File: config.mk
export PLATFORM = sky130hd
export DESIGN_NAME = countdown_timer
export DESIGN_NICKNAME = d
export VERILOG_FILES = /design/src/rtl/stopwatch_pkg.sv /design/src/rtl/timer_tick_gen.sv /design/src/rtl/countdown_timer.sv
export SDC_FILE = /design/constraint.sdc
export NUM_CORES = 1
export LEC_CHECK = 0
export CORE_AREA = 2 2 79 81
export DETAILED_ROUTE_END_ITERATION = 10
export DIE_AREA = 0 0 81 83
export MAX_ROUTING_LAYER = met4
export PLACE_DENSITY = 0.77
export SLEW_MARGIN = 0
export SYNTH_ARGS = -nofsm -noshare
export SYNTH_HDL_FRONTEND = slang
export SYNTH_SLANG_ARGS = --single-unit
File: constraint.sdc
create_clock -name clk -period 2.5 [get_ports clk]
set_input_delay 0.375 -clock clk [delete_from_list [all_inputs] [get_ports clk]]
set_output_delay 0.375 -clock clk [all_outputs]
set_load 0.02 [all_outputs]
File: src/rtl/stopwatch_pkg.sv
// Shared definitions for the stopwatch / countdown timer family:
// count width, largest displayable count, FSM state encoding and preset saturation.
package stopwatch_pkg;

  localparam int COUNT_W = 14;
  localparam logic [COUNT_W-1:0] COUNT_MAX = 14'd9999;

  typedef enum logic [1:0] {
    IDLE    = 2'd0,
    RUN     = 2'd1,
    PAUSE   = 2'd2,
    EXPIRED = 2'd3
  } state_t;

  // Clamp a raw 14-bit value into the 0..COUNT_MAX display range.
  function automatic logic [COUNT_W-1:0] sat_count(input logic [COUNT_W-1:0] v);
    return (v > COUNT_MAX) ? COUNT_MAX : v;
  endfunction

endpackage

File: src/rtl/timer_tick_gen.sv
// Prescaler for the countdown timer: emits a one-cycle tick every DIV enabled clocks.
// The count holds while en is low, so a paused run resumes mid-period.
module timer_tick_gen #(
  parameter int DIV = 10_000_000
) (
  input  logic clk,
  input  logic reset,
  input  logic en,
  input  logic clr,
  output logic tick
);

  localparam int W = (DIV > 1) ? $clog2(DIV) : 1;
  localparam logic [W-1:0] LAST = W'(DIV - 1);

  logic [W-1:0] cnt_reg;

  assign tick = en && (cnt_reg == LAST);

  always_ff @(posedge clk or posedge reset) begin
    if (reset) begin
      cnt_reg <= '0;
    end else if (clr) begin
      cnt_reg <= '0;
    end else if (en) begin
      if (cnt_reg == LAST) cnt_reg <= '0;
      else                 cnt_reg <= cnt_reg + W'(1);
    end
  end

endmodule

File: src/rtl/countdown_timer.sv
// Down-counting 0..9999 timer with run/pause/expire control and registered outputs.
// Define COUNTDOWN_AUTO_RELOAD_EN to reload the preset at zero instead of stopping in EXPIRED.
module countdown_timer
  import stopwatch_pkg::*;
#(
  parameter int DIV = 10_000_000
) (
  input  logic               clk,
  input  logic               reset,
  input  logic               start_stop,
  input  logic               clear,
  input  logic               load,
  input  logic [COUNT_W-1:0] load_val,
  output logic [COUNT_W-1:0] count,
  output logic               running,
  output logic               expired,
  output logic               done
);

  state_t             state_reg, state_next;
  logic [COUNT_W-1:0] count_reg, count_next;
  logic [COUNT_W-1:0] preset_reg, preset_next;
  logic               running_reg, expired_reg, done_reg;
  logic               done_next;
  logic               presc_clr;
  logic               tick;
  logic [COUNT_W-1:0] load_sat;

  assign load_sat = sat_count(load_val);

  timer_tick_gen #(.DIV(DIV)) u_tick_gen (
    .clk   (clk),
    .reset (reset),
    .en    (state_reg == RUN),
    .clr   (presc_clr),
    .tick  (tick)
  );

  always_ff @(posedge clk or posedge reset) begin
    if (reset) begin
      state_reg   <= IDLE;
      count_reg   <= '0;
      preset_reg  <= '0;
      running_reg <= 1'b0;
      expired_reg <= 1'b0;
      done_reg    <= 1'b0;
    end else begin
      state_reg   <= state_next;
      count_reg   <= count_next;
      preset_reg  <= preset_next;
      running_reg <= (state_next == RUN);
      expired_reg <= (state_next == EXPIRED);
      done_reg    <= done_next;
    end
  end

  always_comb begin
    state_next  = state_reg;
    count_next  = count_reg;
    preset_next = preset_reg;
    done_next   = 1'b0;
    presc_clr   = 1'b0;

    if (clear) begin
      count_next = preset_reg;
      state_next = IDLE;
      presc_clr  = 1'b1;
    end else if (load && (state_reg != RUN)) begin
      preset_next = load_sat;
      count_next  = load_sat;
      state_next  = IDLE;
      presc_clr   = 1'b1;
    end else begin
      case (state_reg)
        IDLE: begin
          if (start_stop && (count_reg != '0)) state_next = RUN;
        end
        RUN: begin
          if (tick) begin
            if (count_reg > COUNT_W'(1)) begin
              count_next = count_reg - COUNT_W'(1);
            end else begin
`ifdef COUNTDOWN_AUTO_RELOAD_EN
              count_next = preset_reg;
              done_next  = 1'b1;
`else
              count_next = '0;
              done_next  = 1'b1;
              state_next = EXPIRED;
              presc_clr  = 1'b1;
`endif
            end
          end
          // A pause on the expiring edge loses to EXPIRED.
          if (start_stop && (state_next == RUN)) state_next = PAUSE;
        end
        PAUSE: begin
          if (start_stop) state_next = RUN;
        end
        default: begin
        end
      endcase
    end
  end

  assign count   = count_reg;
  assign running = running_reg;
  assign expired = expired_reg;
  assign done    = done_reg;

endmodule

After elaboration in Yosys (flattened, before gate mapping)
Cells that the tools add are included.
{"block": "word_totals", "reg_bits": 57, "in_bits": 19, "output_inout_bits": 17, "wordCells": 57}
{"block": "op_classes", "muxes": 27, "n_eq_ne": 7, "add_sub_neg": 2, "n_lt_le_gt_ge": 2, "n_bitwise": 1, "reduce_logical": 11}
{"operator": "$mux W14", "count": 6}
{"operator": "$mux W24", "count": 3}
{"operator": "$add A24 B1 Y24 const B", "count": 1}
{"operator": "$eq A24 B24 Y1 const B", "count": 1}
{"operator": "$mux W2", "count": 10}
{"operator": "$gt A14 B1 Y1 const B", "count": 1}
{"operator": "$gt A14 B14 Y1 const B", "count": 1}
{"operator": "$reduce_bool A14 Y1", "count": 1}
{"operator": "$sub A14 B1 Y14 const B", "count": 1}
{"operator": "$mux W1", "count": 7}
{"operator": "$eq A2 B1 Y1 const B", "count": 3}
{"operator": "$pmux W2 S3", "count": 1}
{"operator": "$reduce_bool A3 Y1", "count": 2}
{"operator": "$eq A2 B2 Y1 const B", "count": 2}
{"operator": "$logic_and A1 B1 Y1", "count": 4}
{"operator": "$reduce_and A2 Y1", "count": 2}
{"operator": "$logic_not A2 Y1", "count": 1}
{"operator": "$ne A2 B1 Y1 const B", "count": 1}
{"operator": "$reduce_bool A2 Y1", "count": 1}
{"operator": "$not A1 Y1", "count": 1}

Longest topological paths before layout
Gate-level depths: netlist of run 1.
{"block": "logic_depth", "depth_word": 13, "ltp_mapped": 8, "depth_no_buf": 7}

Modules after synthesis
A second synthesis of run 1 with hierarchy kept.
{"block": "unflattened", "cells_unflattened": 350, "area_unflattened_um2": 3298.2}
{"mod": "countdown_timer", "area_per_inst_um2": 1911.8, "cells_per_inst": 201, "seq_area_each_um2": 825.8, "n_inst": 1}
{"mod": "timer_tick_gen", "area_per_inst_um2": 1386.3, "cells_per_inst": 149, "seq_area_each_um2": 600.6, "n_inst": 1}

Worst setup path before layout of run 1
OpenSTA, ideal clock, no wires.
{"block": "synth_path", "path_type": "register to register", "start": "register count_reg[0], in the netlist count[0]", "end": "register count_reg[12], in the netlist count[12]", "n_path_buf": 1, "slack_ns": 0.180, "path_stages_with_launch": 9, "period_less_slack_ns": 2.320, "t_required_ns": 2.418, "t_arrival_ns": 2.238, "setup_ns": 0.082, "cell_sequence": "dfrtp_1 -> inv_1 -> ha_1 -> or4b_2 -> clkbuf_1 -> nor2_1 -> a21oi_1 -> a221o_1 -> a31oi_1"}
{"block": "synth_between", "elab_chain_cells": 6, "word_cells_on_any_way": 7, "classes_between": "add/sub: 1; order compare: 1; mux: 5"}
{"item": "from (decl)", "line_no": "countdown_timer.sv:21", "text": "logic [COUNT_W-1:0] count_reg, count_next;"}
{"item": "from (signal assigned)", "line_no": "countdown_timer.sv:49", "text": "count_reg <= count_next;"}
{"item": "$sub A14 B1 Y14 or $gt A14 B1 Y1 (tied branches)", "line_no": "countdown_timer.sv:81, countdown_timer.sv:80"}
{"item": "$mux W14 *", "line_no": "countdown_timer.sv:80", "text": "if (count_reg > COUNT_W'(1)) begin"}
{"item": "$mux W14 *", "line_no": "countdown_timer.sv:79", "text": "if (tick) begin"}
{"item": "$mux W14 *", "line_no": "countdown_timer.sv:74", "text": "case (state_reg)"}
{"item": "$mux W14 *", "line_no": "countdown_timer.sv:68", "text": "end else if (load && (state_reg != RUN)) begin"}
{"item": "$mux W14 *", "line_no": "countdown_timer.sv:64", "text": "if (clear) begin"}
Every way passes the cells marked *; elsewhere a longest branch is shown, timed or not. The select of a mux whose other input is x is not followed.
A chain may end at the register's enable or synchronous reset.

Final worst setup path of run 1
{"block": "layout_path", "start": "register u_tick_gen.cnt_reg[0]", "end": "register count_reg[6], in the netlist count[6]"}
{"block": "layout_between", "elab_chain_cells": 4}
{"item": "from (decl)", "line_no": "timer_tick_gen.sv:16", "text": "logic [W-1:0] cnt_reg;"}
{"item": "from (signal assigned)", "line_no": "timer_tick_gen.sv:27", "text": "else cnt_reg <= cnt_reg + W'(1);"}
{"item": "$eq A24 B24 Y1", "line_no": "timer_tick_gen.sv:18", "text": "assign tick = en && (cnt_reg == LAST);"}
{"item": "$logic_and A1 B1 Y1", "line_no": "timer_tick_gen.sv:18"}
{"item": "$reduce_bool A3 Y1 (no source line)"}
{"item": "$reduce_and A2 Y1 (no source line)"}
Every way passes these cells.

==> results.md, run 1 <==
- Fmax: roughly 0.42 GHz
- First-pass GRT wire length: 13.1 mm
- Crit-path max cell delay: roughly 0.58 ns
- Row cnt: 28
- CP Cell Sequence: ha_1 > nand4_1 > or4_4 > o41ai_4 > buf_12 > o21ai_1 > a22o_1
- Core Area: approximately 5800 sq um
- Hold buffers post-CTS: 0
- Gr usage total: 0.261
- WS Path Type: reg -> reg
- CP top delay family: compound AO/OA/AOI/OAI gates
- CTS Sinks: between 50 and 60
- Vias in the first global route: roughly 2700
- Fin nets: 411
- Sw Ratio: 0.283
- Pre-Repair DR Iteration Count: 4
- ANT cells: 0
- Tmin final: between 2 and 2.5 ns
- Util after Layout: 0.676
- Routed wire length: 7.87 mm
- WP buf/inv: 1
- GRT overflow: 0
- Initial antenna violation count: 0
- Crit-path slowest cell: or4_4
- Resized Gates After CTS: 0
- Primary FF master, synth: dfrtp_1
- Slew HR: 0.575
- Commonest non-fill, non-tap cell in the layout: dfrtp_1
- Wire per inst: 16.8 um
- Area Growth Syn to Fin: 24.8%
- Post-CTS setup buffers: 0
- Vias per Instance: between 6 and 7
- Total power: around 0.0026 W
- Initial Utilization: 0.542
- Detail Route Antenna Nets: 0
- Largest net degree at the start of global routing: 38
- Most frequent cells in the layout: dfrtp_1 (57), nor2_1 (51), clkdlybuf4s50_1 (35), nand2_1 (30), buf_4 (18)
- Ratio of cells with drive above 1 in the final layout: 0.125
- Die Y: around 83 um
- Leakage: roughly 1.6 nW
- Worst hold path class: in -> async
- Final hold vios: 0
- Worst Path Arrival: 2.63 ns
- Max cap viols: 0
- Die width: a little over 80 um
- Final Skew: around 0.0036 ns
- Mapped Cells: about 340
- Highest layer used for signal routing: met4
- Clock latency on the worst-skew pair: around 0.34 ns
- NetSw: 0.000735 W
- DR vias: roughly 2800
- Syn. warnings: 0
- Seq pwr share: 0.413
- Max H-tree Level: 3
- Setup TNS: 0 ns
- Final setup violation count: 0
- Logic pwr share: 0.206
- PD cells: between 600 and 700 nW/um^2
- Yosys reg bits: 57
- Final worst-path cycle share: 0.959
- Worst vdd ir: 0.000424 V
- Least-Margin Pin Slew: 0.636 ns
- CTS clk-pin slew, worst paths: around 0.070 ns
- Sequential area share after synthesis: 0.453
- Design area: slightly below 4000 sq um
- Routability cong.: 0.921
- Metal2 WL: 3.58 mm
- Library cells used by synthesis: 56
- Startpoint class of the critical path: flop
- Unrepaired setup endpoints after global routing: no
- Mean Syn Cell Area: approximately 9.4 sq um
- Max FFs per register: 24
- Die area: between 6000 and 7000 sq um
- Pint: between 0.0015 and 0.002 W
- Crit path max fanout: 37
- Dpl hpwl: around 5.7 mm
- Clock power share: 0.381
- PortBufs: 35
- Status: finished clean
- Max-slew violation count: 0
- Dpl cell area: approximately 3700 sq um
- CTS Buffer Depth: 2
- Reg-to-reg slack, setup: a little over 0.1 ns
- WL met1: 3.63 mm
- Mapped cell area: ~3200 sq um
- Number of synthesized flops with an enable pin: 0
- Met3 routed WL: 456 um
- Iteration-0 DRC count of the detailed router: 195
- Ports: 36
- Syn nets: ~360
- DRC: 0
- Ys async rst share: 1.00
- CP required: ~2.7 ns
- CTS root buffer: clkbuf_8
- CP Capture Type: flop
- Num CTS Buffers: 9
- CTS tree: done
worst register-to-register path: cells and delay by family, from the launching register on:
kind,cells,cell delay [ns]
compound gates,3,0.74
simple gates,2,0.72
flops,1,0.39
buf+inv,1,0.25
fa+ha+maj,1,0.21
cell families after synthesis:
logic type | Yosys count | synth area share
compound gates | 75 | 0.183
xor+xnor | 21 | 0.0584
fa+ha+maj | 4 | 0.0159
buf+inv | 23 | 0.0322
flops | 57 | 0.453
mux | 1 | 0.00318
simple gates | 155 | 0.255
stage by stage:
stage	worst slack, ns	std cells	hold WS, ns
after floorplan	0.180	336	0.441
after global placement	0.150	452	0.459
after detailed placement	0.128	452	0.468
after CTS	0.110	468	0.453
after global routing	0.0164	468	0.501
final	0.102	468	0.437
per-layer routing:
| metal | vias to the layer above | track usage |
|---|---|---|
| met4 | 0 | 0.111 |
| met5 | - | - |
| met3 | 21 | 0.0522 |
| met1 | 1375 | 0.371 |
| li1 | 1339 | - |
| met2 | 96 | 0.364 |
power groups by stage:
stage	clock network [W]	registers, W	logic (W)
after floorplan	0	0.00113	0.000243
after global placement	0	0.00108	0.000521
after detailed placement	0	0.00109	0.000531
after CTS	0.00100	0.00107	0.000534
after global routing	0.00104	0.00108	0.000584
final	0.000987	0.00107	0.000534
final cells by class:
class | count | area (sq um)
fillers | 471 | 1880
multi-input cells | 256 | 1620
flip-flops and latches | 57 | 1430
repair buffers | 55 | 526
clock buffers | 11 | 151
well taps | 75 | 93.8
clock inverters | 5 | 77.6
inverters | 9 | 33.8
synth_stat cells, types with 4 or more instances:
cell type,n,area share
dfrtp_1,57,0.45
nor2_1,51,0.061
nand2_1,30,0.036
xor2_1,16,0.044
o21ai_0,13,0.021
nand3_1,12,0.019
nor3_1,11,0.017
inv_1,9,0.011
nand4_1,8,0.016
a21oi_1,6,0.0095
a22o_1,6,0.017
buf_2,6,0.0095
clkbuf_1,6,0.0071
o21ai_1,6,0.0095
a21o_1,5,0.012
nor4_1,5,0.0099
o2bb2ai_1,5,0.014
xnor2_1,5,0.014
ha_1,4,0.016
nand2b_1,4,0.0079
nor3b_1,4,0.0095
o32a_1,4,0.013
or2_2,4,0.0079
or3_1,4,0.0079
path summary, 6_finish.rpt:
| kind | cells after the start | to | startpoint |
|---|---|---|---|
| max in group asynchronous | 3 | preset_reg[13] | reset |
| worst max register to register | 7 | count[6] | u_tick_gen.cnt_reg[0] |
| min in group clk | 1 | preset_reg[6] | preset_reg[6] |
| worst min register to register | 1 | preset_reg[6] | preset_reg[6] |
| worst min-delay path | 2 | preset_reg[9] | reset |
| worst max-delay path | 7 | count[6] | u_tick_gen.cnt_reg[0] |
No activity file was read; power rests on OpenSTA's default activity.
==> run 2: changes to the inputs <==
--- a/config.mk
+++ b/config.mk
@@ -8,6 +8,7 @@
 export CORE_AREA = 2 2 79 81
 export DETAILED_ROUTE_END_ITERATION = 10
 export DIE_AREA = 0 0 81 83
+export GPL_ROUTABILITY_DRIVEN = 0
 export MAX_ROUTING_LAYER = met4
 export PLACE_DENSITY = 0.77
 export SLEW_MARGIN = 0
==> run 2 against run 1 <==
- count of clock-buffer cells in the layout grew 1
- largest cell class unchanged
- critical endpoint is now count[9]
- first-iteration DRC count increased by 1.5%
- highest routed layer unchanged
- critical path depth is 1 lower
==> results.md, run 2 (synthesis results as in run 1) <==
- Final setup violation count: 0 (unchanged)
- Cell total after placement: 453 (+0.22%)
- Dpl cell area: 3700 sq um (-0.14%)
- Vias per Instance: 6.09 (+0.73%)
- First-pass GRT wire length: 13.5 mm (+3.3%)
- Vias in the first global route: 2723 (-0.26%)
- Non-Filler Instances: 471 (+0.64%)
- Unrepaired setup endpoints after global routing: no
- GRT overflow: 0 (unchanged)
- Final Skew: 0.0147 ns (+0.0111 ns)
- Wire per inst: 17.1 um (+1.4%)
- PortBufs: 35 (unchanged)
- Dpl ws: 0.120 ns (-0.00833 ns)
- Dpl hpwl: 5.60 mm (-2.1%)
- Gr usage total: 0.269 (+0.00739)
- Tmin final: 2.40 ns (+0.00229 ns)
- Design area: 4000 sq um (+1.6%)
- Worst R2R Start: u_tick_gen.cnt_reg[0]
- ANT cells: 0 (unchanged)
- Die width: 81 um (unchanged)
- Die area: 6720 sq um (unchanged)
- Worst Path Arrival: 2.63 ns (about the same)
- DR vias: 2870 (+1.4%)
- Final hold vios: 0 (unchanged)
- Slew HR: 0.644 (+0.0687)
- Max H-tree Level: 3 (unchanged)
- Fmax: 0.417 GHz (about the same)
- Most frequent cells in the layout: dfrtp_1 (57), nor2_1 (50), clkdlybuf4s50_1 (35), nand2_1 (30), buf_4 (21)
- Die Y: 83 um (unchanged)
- Max cap viols: 0 (unchanged)
- PD cells: 687 nW/um^2 (+4.2%)
- Crit path max fanout: 5 (-86%)
- Initial antenna violation count: 0 (unchanged)
- Pre-Repair DR Iteration Count: 6 (+2)
- Startpoint class of the critical path: flop
- Routed wire length: 8.04 mm (+2.1%)
- Ratio of cells with drive above 1 in the final layout: 0.134 (+0.00916)
- Worst vdd ir: 0.000458 V (+7.9%)
- CP required: 2.73 ns (about the same)
- Clock latency on the worst-skew pair: 0.34 ns (about the same)
- Status: finished clean
- Num CTS Buffers: 9 (unchanged)
- DRC: 0 (unchanged)
- Worst hold path class: in -> async
- CP Capture Type: flop
- Leakage: 1.67 nW (+1.9%)
- Least-Margin Pin Slew: 0.533 ns (-0.104 ns)
- Commonest non-fill, non-tap cell in the layout: dfrtp_1
- Area Growth Syn to Fin: 26.8%
- Initial Utilization: 0.542 (unchanged)
- CTS root buffer: clkbuf_8
- CTS Buffer Depth: 2 (unchanged)
- Max FFs per register: 24 (unchanged)
- Row cnt: 28 (unchanged)
- CTS clk-pin slew, worst paths: 0.08 ns (about the same)
- Final worst-path cycle share: 0.960 (about the same)
- Fin nets: 414 (+0.73%)
- WS Path Type: reg -> reg
- Detail Route Antenna Nets: 0 (unchanged)
- Max-slew violation count: 0 (unchanged)
- Largest net degree at the start of global routing: 38 (unchanged)
- Launch point of the worst path: u_tick_gen.cnt_reg[0]
- Final setup margin: 0.100 ns (-0.00229 ns)
- CTS Sinks: 57 (unchanged)
- Iteration-0 DRC count of the detailed router: 198 (+1.5%)
- Core Area: 5820 sq um (unchanged)
- Setup TNS: 0 ns (unchanged)
- CTS tree: done
- Ports: 36 (unchanged)
==> run 2: through the flow <==
stage	power [W]	util	hold WS (ns)
finish	0.00275	0.687	0.360
global route	0.00286	0.687	0.400
CTS	0.00275	0.681	0.375
detailed placement	0.00161	0.636	0.462
global placement	0.00160	0.636	0.460
floorplan	0.00138	-	0.441
==> run 2: power breakdown <==
group	switching, W	total (W)	internal (W)
logic	0.000287	0.000542	0.000254
clock network	0.000389	0.00113	0.000744
registers	0.0000712	0.00107	0.00100
total	0.000748	0.00275	0.00200
==> run 2: per-layer routing <==
layer	share of wire	GRT usage	vias to the layer above	wire length [um]
met4	0.026	0.102	0	208
li1	-	-	1341	-
met3	0.053	0.0620	24	427
met2	0.46	0.364	104	3700
met1	0.46	0.391	1401	3710
met5	0	-	-	0
==> run 2: final cells by class <==
| cell class | instances | area, sq um |
|---|---|---|
| clock buffers | 12 | 165 |
| inverters | 9 | 33.8 |
| fillers | 476 | 1820 |
| flip-flops and latches | 57 | 1430 |
| clock inverters | 4 | 97.6 |
| well taps | 75 | 93.8 |
| multi-input cells | 256 | 1630 |
| repair buffers | 58 | 553 |
==> run 2: repair_timing <==
action | in CTS | in global routing
setup buffers | 0 | 1
resized for setup | 0 | 1
endpoints found under the setup margin | 0 | 3
hold buffers | 0 | 0
==> run 2: worst paths after layout <==
check	to	slack, ns	cells past startpoint
max	count[9]	0.10	6
min	count[9]	0.36	2
max reg2reg	count[9]	0.10	6
min reg2reg	preset_reg[3]	0.48	2
max in group asynchronous	count[1]	1.48	3
min in group clk	preset_reg[3]	0.48	2
==> run 2: critical path: stages (launching register included) <==
cell     delay, ns
dfrtp_1       0.40
ha_1          0.22
nand4_1       0.15
or4_4         0.58
or4b_1        0.65
a32oi_1       0.21
nor2_1        0.07
